===== src/rtl/pic_pkg.sv =====
// Shared constants, OCW2 command codes and FSM encoding for the 8259A sequencing core.
package pic_pkg;

  localparam int unsigned IR_COUNT = 8;
  localparam int unsigned VEC_W    = 8;
  localparam int unsigned LVL_W    = 3;

  localparam logic [2:0] EOI_NS       = 3'b001;
  localparam logic [2:0] EOI_SP       = 3'b011;
  localparam logic [2:0] ROT_NS       = 3'b101;
  localparam logic [2:0] ROT_SP       = 3'b111;
  localparam logic [2:0] SET_PRI      = 3'b110;
  localparam logic [2:0] ROT_AEOI_SET = 3'b100;
  localparam logic [2:0] ROT_AEOI_CLR = 3'b000;

  typedef enum logic [2:0] {
    StIdle = 3'd0,
    StReq  = 3'd1,
    StAck1 = 3'd2,
    StAck2 = 3'd3,
    StDone = 3'd4
  } pic_state_e;

  // Priority rank of a level: 0 is highest, i.e. the level just above the pointer.
  function automatic logic [2:0] prio_rank(input logic [2:0] level, input logic [2:0] ptr);
    return level - ptr - 3'd1;
  endfunction

endpackage


===== src/rtl/pic_priority_resolver.sv =====
// Combinational rotating find-first: returns the highest-priority set bit given the
// lowest-priority pointer.
module pic_priority_resolver (
  input  logic [7:0] req_i,
  input  logic [2:0] ptr_i,
  output logic       found_o,
  output logic [2:0] level_o
);

  logic [7:0] rot;
  logic [2:0] idx;

  always_comb begin
    rot = '0;
    idx = '0;
    // rot[0] holds the highest-priority line
    for (int i = 0; i < 8; i++) begin
      rot[i] = req_i[ptr_i + 3'd1 + 3'(i)];
    end
    for (int i = 7; i >= 0; i--) begin
      if (rot[i]) begin
        idx = 3'(i);
      end
    end
    found_o = |req_i;
    level_o = ptr_i + 3'd1 + idx;
  end

endmodule


===== src/rtl/pic_priority_sequencer.sv =====
// 8259A interrupt sequencing core: IRR/ISR tracking, fully nested priority resolution,
// two-pulse INTA handshake and OCW2 EOI/rotation handling.
module pic_priority_sequencer
  import pic_pkg::*;
(
  input  logic       clk,
  input  logic       reset,
  input  logic [7:0] ir,
  input  logic       ltim,
  input  logic [7:0] imr,
  input  logic [4:0] vector_base,
  input  logic       aeoi,
  input  logic       eoi_valid,
  input  logic [2:0] eoi_cmd,
  input  logic [2:0] eoi_level,
  input  logic       inta_n,
  output logic       int_out,
  output logic [7:0] vector,
  output logic       vector_valid,
  output logic [7:0] irr,
  output logic [7:0] isr
);

  pic_state_e state_q, state_d;
  logic [7:0] ir_q;
  logic       inta_q;
  logic [7:0] irr_q, irr_d;
  logic [7:0] isr_q, isr_d;
  logic [2:0] ptr_q, ptr_d;
  logic       rot_aeoi_q, rot_aeoi_d;
  logic [2:0] w_q, w_d;
  logic       spur_q, spur_d;
  logic [7:0] vector_q, vector_d;
  logic       vv_q, vv_d;
  logic       int_q, int_d;

  logic [7:0] req_masked;
  logic       win_found, top_found;
  logic [2:0] win_lvl, top_lvl;
  logic       inta_fall, pending;
  logic [7:0] ack_set, aeoi_clr, eoi_clr;
  logic       ack_ptr_we, eoi_ptr_we;
  logic [2:0] eoi_ptr;

  assign req_masked = irr_q & ~imr;
  assign inta_fall  = inta_q & ~inta_n;

  pic_priority_resolver u_win (
    .req_i   (req_masked),
    .ptr_i   (ptr_q),
    .found_o (win_found),
    .level_o (win_lvl)
  );

  pic_priority_resolver u_top (
    .req_i   (isr_q),
    .ptr_i   (ptr_q),
    .found_o (top_found),
    .level_o (top_lvl)
  );

  // Fully nested: an in-service level of equal or higher priority blocks the request.
  assign pending = win_found &&
                   (!top_found || (prio_rank(win_lvl, ptr_q) < prio_rank(top_lvl, ptr_q)));

  always_comb begin
    state_d    = state_q;
    w_d        = w_q;
    spur_d     = spur_q;
    vector_d   = vector_q;
    vv_d       = vv_q;
    ack_set    = '0;
    aeoi_clr   = '0;
    ack_ptr_we = 1'b0;
    unique case (state_q)
      StIdle: begin
        if (pending) state_d = StReq;
      end
      StReq: begin
        if (inta_fall) begin
          state_d = StAck1;
          if (win_found) begin
            w_d     = win_lvl;
            spur_d  = 1'b0;
            ack_set = 8'h01 << win_lvl;
          end else begin
            w_d    = 3'd7;
            spur_d = 1'b1;
          end
        end
      end
      StAck1: begin
        if (inta_n) state_d = StAck2;
      end
      StAck2: begin
        if (!vv_q && inta_fall) begin
          vv_d     = 1'b1;
          vector_d = {vector_base, w_q};
        end else if (vv_q && inta_n) begin
          vv_d    = 1'b0;
          state_d = StDone;
        end
      end
      StDone: begin
        state_d = StIdle;
        if (aeoi && !spur_q) begin
          aeoi_clr   = 8'h01 << w_q;
          ack_ptr_we = rot_aeoi_q;
        end
      end
      default: state_d = StIdle;
    endcase
    int_d = (state_d == StReq);
  end

  always_comb begin
    eoi_clr    = '0;
    eoi_ptr_we = 1'b0;
    eoi_ptr    = eoi_level;
    rot_aeoi_d = rot_aeoi_q;
    if (eoi_valid) begin
      case (eoi_cmd)
        EOI_NS: begin
          if (top_found) eoi_clr = 8'h01 << top_lvl;
        end
        ROT_NS: begin
          if (top_found) begin
            eoi_clr    = 8'h01 << top_lvl;
            eoi_ptr_we = 1'b1;
            eoi_ptr    = top_lvl;
          end
        end
        EOI_SP: eoi_clr = 8'h01 << eoi_level;
        ROT_SP: begin
          eoi_clr    = 8'h01 << eoi_level;
          eoi_ptr_we = 1'b1;
        end
        SET_PRI:      eoi_ptr_we = 1'b1;
        ROT_AEOI_SET: rot_aeoi_d = 1'b1;
        ROT_AEOI_CLR: rot_aeoi_d = 1'b0;
        default: ;
      endcase
    end
  end

  always_comb begin
    if (ltim) begin
      irr_d = ir;
    end else begin
      irr_d = (irr_q | (ir & ~ir_q)) & ir;
    end
    irr_d = irr_d & ~ack_set;
    // Acknowledge set takes precedence over a simultaneous clear of the same bit.
    isr_d = (isr_q & ~(eoi_clr | aeoi_clr)) | ack_set;
    if (eoi_ptr_we) begin
      ptr_d = eoi_ptr;
    end else if (ack_ptr_we) begin
      ptr_d = w_q;
    end else begin
      ptr_d = ptr_q;
    end
  end

  always_ff @(posedge clk) begin
    if (reset) begin
      state_q    <= StIdle;
      ir_q       <= '0;
      inta_q     <= 1'b1;
      irr_q      <= '0;
      isr_q      <= '0;
      ptr_q      <= 3'd7;
      rot_aeoi_q <= 1'b0;
      w_q        <= '0;
      spur_q     <= 1'b0;
      vector_q   <= '0;
      vv_q       <= 1'b0;
      int_q      <= 1'b0;
    end else begin
      state_q    <= state_d;
      ir_q       <= ir;
      inta_q     <= inta_n;
      irr_q      <= irr_d;
      isr_q      <= isr_d;
      ptr_q      <= ptr_d;
      rot_aeoi_q <= rot_aeoi_d;
      w_q        <= w_d;
      spur_q     <= spur_d;
      vector_q   <= vector_d;
      vv_q       <= vv_d;
      int_q      <= int_d;
    end
  end

  assign int_out      = int_q;
  assign vector       = vector_q;
  assign vector_valid = vv_q;
  assign irr          = irr_q;
  assign isr          = isr_q;

endmodule


===== config.mk =====
export PLATFORM = sky130hd
export DESIGN_NAME = pic_priority_sequencer
export DESIGN_NICKNAME = d
export VERILOG_FILES = /design/src/rtl/pic_pkg.sv /design/src/rtl/pic_priority_resolver.sv /design/src/rtl/pic_priority_sequencer.sv
export SDC_FILE = /design/constraint.sdc
export NUM_CORES = 1
export LEC_CHECK = 0
export BUFFER_PORTS_ARGS = -buffer_cell sky130_fd_sc_hd__buf_2
export CAP_MARGIN = 15
export CORE_UTILIZATION = 40
export CTS_BUF_LIST = sky130_fd_sc_hd__clkbuf_8 sky130_fd_sc_hd__clkbuf_16
export CTS_CLUSTER_DIAMETER = 200
export DETAILED_ROUTE_END_ITERATION = 16
export PLACE_DENSITY = 0.57
export SYNTH_ARGS = -nofsm -noshare
export SYNTH_HDL_FRONTEND = slang
export SYNTH_SLANG_ARGS = --single-unit

===== constraint.sdc =====
create_clock -name clk -period 13.15 [get_ports clk]
set_input_delay 0.6575 -clock clk [delete_from_list [all_inputs] [get_ports clk]]
set_output_delay 0.6575 -clock clk [all_outputs]
set_load 0.01 [all_outputs]

After elaboration in Yosys (flattened, before gate mapping)
Cells that the tools add are included.

cells by class
  equal/unequal tests = 11
  reduce and logical (&&, ||, !) cells = 22
  multiplexer cells = 78
  $lt $le $gt $ge = 9
  shift operators = 4
  add/sub/neg operators = 14
  bitwise operators = 14

operators by type and width
  operator                                                    number
  2-to-1 mux 3 bit                                            27
  2-to-1 mux 8 bit                                            8
  binary-select mux 1 bit (select 3 bit)                      16
  AND 8 bit                                                   5
  less-than comparator 3 x 4 -> 1 bit, second input constant  8
  inverter 8 bit                                              4
  left shift 1 x 3 -> 8 bit, first input constant             4
  bitwise OR 8 bit                                            3
  2-to-1 mux 1 bit                                            23
  case mux 8 bit (2 select lines)                             1
  OR reduction 8 bit                                          2
  equality test 3 bit, second input constant                  5
  adder 3 bit, second input constant                          4
  case mux 3 bit (4 select lines)                             1
  equality test 3 x 1 -> 1 bit, second input constant         3
  equality test 3 x 2 -> 1 bit, second input constant         3
  AND reduction 2 bit                                         4
  adder 3 x 1 -> 3 bit, second input constant                 2
  adder 3 x 2 -> 3 bit, second input constant                 2
  adder 3 bit                                                 2
  logical NOT 3 bit                                           2
  nonzero test 2 bit                                          3
  OR reduction 2 bit                                          3
  subtractor 3 x 1 -> 3 bit, second input constant            2
  8 further kinds                                             15

storage, ports and cells
  logic and storage cells = 164
  register bits after elaboration = 46
  input port bits = 33

Depth between registers and ports, before layout
  depth in word-level cells = 21
  depth in mapped cells = 27
  gate-level depth less buffers = 22

Hierarchy
A second synthesis with hierarchy kept.

unflattened totals
  cells, all modules = 364
  area, all modules = 3,555.9 µm²

modules (own cells, without submodules)
  module                  cells an instance  area an instance (µm²)  sequential area each (µm²)  times used
  pic_priority_sequencer  262                2,304.7                 920.9                       1
  pic_priority_resolver   51                 625.6                   0.0                         2

Worst setup path before layout
Ideal clock, no wire load.

  path type = register to register
  from = reg ptr_q[0]
  to = reg int_q (netlist: int_out)
  data required time = 13.070 ns
  cell stages (with the launch flop) = 27
  period minus slack after synthesis = 5.724 ns
  arrival = 5.644 ns
  path slack = 7.426 ns
  path buffers = 5
  cell sequence = dfxtp_1 -> buf_2 -> inv_1 -> clkbuf_1 -> ha_1 -> buf_2 -> buf_2 -> buf_2 -> mux2_2 -> o21ai_0 -> mux2_2 -> a21oi_1 -> o221ai_1 -> o211a_1 -> ha_1 -> inv_1 -> fa_1 -> inv_1 -> fa_1 -> xnor2_1 -> xnor2_1 -> ha_1 -> nor2b_1 -> o21ai_0 -> a31oi_1 -> nor3_1 -> nor3b_1

between the ends
  word-level cells in the longest chain between the ends = 21
  elaborated cells between the ends (all ways) = 68
  those cells by class = 14 x add/sub; 1 x order compare; 1 x eq/ne; 50 x mux; 2 x reduce/logical

ends and longest elaborated chain
  item                                    line                                                      RTL
  from (decl)                             pic_priority_sequencer.sv:29                              logic [2:0] ptr_q, ptr_d;
  from (signal assigned)                  pic_priority_sequencer.sv:184                             ptr_q <= ptr_d;
  adder 3 x 1 -> 3 bit                    pic_priority_resolver.sv:18, pic_priority_resolver.sv:26
  adder 3 bit                             pic_priority_resolver.sv:18                               rot[i] = req_i[ptr_i + 3'd1 + 3'(i)];
  binary-select mux 1 bit (select 3 bit)  pic_priority_resolver.sv:18
  2-to-1 mux 1 bit (implied by the code)  pic_priority_resolver.sv:18
  2-to-1 mux 3 bit (8 in series)          pic_priority_resolver.sv:21                               if (rot[i]) begin
  adder 3 bit                             pic_priority_resolver.sv:26                               level_o = ptr_i + 3'd1 + idx;
  subtractor 3 bit                        pic_pkg.sv:26                                             return level - ptr - 3'd1;
  subtractor 3 x 1 -> 3 bit               pic_pkg.sv:26
  less-than comparator 3 bit (*)          pic_priority_sequencer.sv:64                              (!top_found || (prio_rank(win_lvl, ptr_q) < prio_rank(top_lvl, ptr_q)));
  logical OR 1 bit (*)                    pic_priority_sequencer.sv:64
  logical AND 1 bit (*)                   pic_priority_sequencer.sv:63                              assign pending = win_found &&
  2-to-1 mux 3 bit (*)                    pic_priority_sequencer.sv:77                              if (pending) state_d = StReq;
  case mux 3 bit (4 select lines) (*)     pic_priority_sequencer.sv:75                              unique case (state_q)
  equality test 3 x 1 -> 1 bit (*)        pic_priority_sequencer.sv:113                             int_d = (state_d == StReq);
  to (signal assigned)                    pic_priority_sequencer.sv:190                             int_q <= int_d;
  to (decl)                               pic_priority_sequencer.sv:35                              logic int_q, int_d;

Mark *: on every way between the ends. The rest lies on a longest branch, timed or not. The select of a mux whose other input is x is not followed.
A chain may end at the register's enable or synchronous reset.

Worst setup path after layout
Ends and elaborated chain as after synthesis.

==> metrics.cfg <==
[finish]
nets=529
n_antenna_cell=0
area_delta_synth_final_pct=12.9
final_layout_size_suffix_gt1_share_pct=22.3

[clock_tree]
cts.path.max_buffers=2
cts_buffers=5
holdBufCountCts=0
postCtsSetupBuffers=0
cts_tree=done
clkSinkCount=46
insertion_delay_ns=0.30
cts_resized=0
cts-root-buf=clkbuf_8
path_clk_slew_ns=0.09
cts_max_level=2

[outcome]
outcome=finished, final reports clean

[timing]
finalSetupViolCount=0
skew_ns=0.00853
rsz0062_at_grt=no
setup_tns_ns=0
worst-slew-pin-transition_ns=0.990
hold_viol_final=0
period_needed_ns=6.99
post-route-period-util_pct=53.1
relSlewSlack_pct=33.6
slew_violations=0
max_freq_ghz=0.143
setup_ws_ns=6.16

[synthesis]
syn_inst=434
seq_area_frac_synth_pct=24.6
synth_area_leaders=dfxtp_1, mux4_2, mux2i_1
syn_area_per_cell_um2=8.62
synthesis.area_mm2=0.00374
syn-num-nets=479
yosys.area.top_type=dfxtp_1
yosysUniqueCellTypes=58
synth-main-ff-cell=dfxtp_1
synth_edf_count=0
synth_top_area_share_pct=24.6
ys_async_sr_fraction_pct=0
ys_ff_latch=46
ys.warnings.count=0

[global_routing]
grt_overflow_total=0
grt_max_degree=35
grt_pass1_vias=3352
grt_antenna_before_repair=0
grt_usage_pct=22.1
grt_pass1_wl_um=16900

[place]
gp_congestion=0.859
pre_cts_ws_ns=6.19
port_buffers=58
hpwl_um=7900

[power_and_ir_drop]
power.switching_uw=393
combPwrFrac_pct=63.5
leakage_uw=0.00182
p_sw_share_pct=47.3
p_int_uw=438
peakVddDrop_mv=0.0927
pwr-share-seq_pct=23.5
power.share.clock_pct=13.0
total_power_uw=831
powerDensity_mw_per_mm2=197

[route]
vias_per_cell=5.99
ant_nets=0
dr.pass1.iters=5
totalWireLength_um=10300
drc_errors=0
drt-initial-drc-count=221
wl_per_cell_um=17.4
vias=3555

[die]
row_count=34
start_util_pct=42.1
pin_count=59
die_w_um=98.7
dieHeight_um=98.7
die-area_mm2=0.00975
core-area_mm2=0.00889

[worst_hold_path]
whs_path_depth=2
hold_end=rot_aeoi_q$_SDFFE_PP0P_
hp-class=reg -> reg
hold_start=rot_aeoi_q$_SDFFE_PP0P_

[job]
maxCapViolations=0

[worst_setup_path]
crit_type=reg -> reg
crit_path_end_kind=flop
timing.rr.end=int_out$_SDFF_PP0_
r2r_slack_ns=6.16
rr_startpoint=ptr_q[0]$_SDFFE_PP1P_
cp.arrival_ns=7.21
required_ns=13.38
crit_fanout=20
worst_r2r_path_depth=23
crit_path_start_kind=flop

-- state kept, by name, indices dropped and copies added (netlist names), 3 cells and up --
signal,cells
irr,8
w_q,3
ir_q,8
isr,8
vector,8
state_q,3
ptr_q,3
-- cell usage in the layout (no fill, tap or decap), drive strengths merged, types with 11 or more instances in the layout --
cell     n
o21ai   25
o211ai  11
a21oi   12
nand2   51
dfxtp   46
inv     12
mux4    15
nor2    35
mux2i   31
nand2b  18
a31oi   17
nor2b   24
buf     60
nor3    13
-- layout make-up --
cell class,instances,area [um2]
Inverter,11,41.3
Multi-Input combinational cell,359,2700
Clock buffer,5,68.8
Tap cell,108,135
Fill cell,899,4670
Timing Repair Buffer,61,310
Clock inverter,3,43.8
Sequential cell,46,921
-- worst max-delay path by stage --
stage | start | end | cells past startpoint
floorplan | ptr_q[0]$_SDFFE_PP1P_ | int_out$_SDFF_PP0_ | 26
global placement | ptr_q[0]$_SDFFE_PP1P_ | int_out$_SDFF_PP0_ | 23
detailed placement | ptr_q[0]$_SDFFE_PP1P_ | int_out$_SDFF_PP0_ | 23
CTS | ptr_q[0]$_SDFFE_PP1P_ | int_out$_SDFF_PP0_ | 23
global route | ptr_q[0]$_SDFFE_PP1P_ | int_out$_SDFF_PP0_ | 23
finish | ptr_q[0]$_SDFFE_PP1P_ | int_out$_SDFF_PP0_ | 23
-- power groups by stage --
stage	combinational, uW	clock (uW)	sequential (uW)
final	528	108	195
after global placement	517	0	197
after global routing	591	116	199
after CTS	526	109	194
after detailed placement	522	0	197
after floorplan	405	0	183
-- per-stage QoR --
step / instance area, um2 / hold WS (ns) / util (%) / cells
global route: 4220 / 0.501 / 47.5 / 593
detailed placement: 4110 / 0.456 / 46.2 / 584
global placement: 4110 / 0.453 / 46.2 / 584
floorplan: 3740 / 0.437 / - / 434
CTS: 4220 / 0.468 / 47.5 / 592
finish: 4220 / 0.464 / 47.5 / 593
-- metal layers --
metal	wire (um)	up-vias	track usage (%)
met5	0	-	0
met4	198	0	5.74
met3	469	20	2.41
met2	4920	110	37.3
met1	4710	1704	30.1
li1	-	1721	-
-- worst max-delay path: stages (launching register included) --
cell and delay [ns]:
dfxtp_1 0.84, inv_1 0.53, ha_1 0.91, buf_4 0.44
xor3_1 0.47, mux2i_1 0.26, o21ai_0 0.12, o211ai_1 0.09
a21oi_1 0.09, o221ai_1 0.23, o211a_1 0.20, ha_1 0.14
inv_1 0.05, fa_1 0.60, inv_1 0.15, fa_1 0.42
xnor2_1 0.15, xnor2_1 0.17, ha_1 0.28, nor2b_1 0.12
o21ai_0 0.18, a31oi_1 0.10, nor3_1 0.16, nor3b_1 0.19
-- synth_stat cells, drive strengths merged (3+ instances only) --
library cell and number:
nand3 10, dfxtp 46, mux4 15, ha 8, a31oi 17, buf 6
nand2 51, o2111a 3, nor4 4, a21oi 12, nand2b 18, nor3b 4
inv 11, fa 4, nor3 13, mux2i 31, mux2 10, o211ai 11
a311oi 8, or2 3, nor2b 24, nor2 35, clkbuf 12, xnor2 10
and3 6, o21ai 25, o22ai 6
-- kinds of logic (layout without fill, tap and decap cells) --
| logic type | Yosys count | in the layout | synth area share (%) |
|---|---|---|---|
| buffers and inverters | 29 | 80 | 3.14 |
| multiplexers | 56 | 56 | 20.3 |
| XOR/XNOR | 13 | 13 | 4.65 |
| AO/OA/AOI/OAI | 101 | 101 | 18.3 |
| flip-flops | 46 | 46 | 24.6 |
| AND/OR/NAND/NOR | 177 | 177 | 24.2 |
| adder cells (fa/ha/maj) | 12 | 12 | 4.81 |
Power figures use the tool's default switching activity.
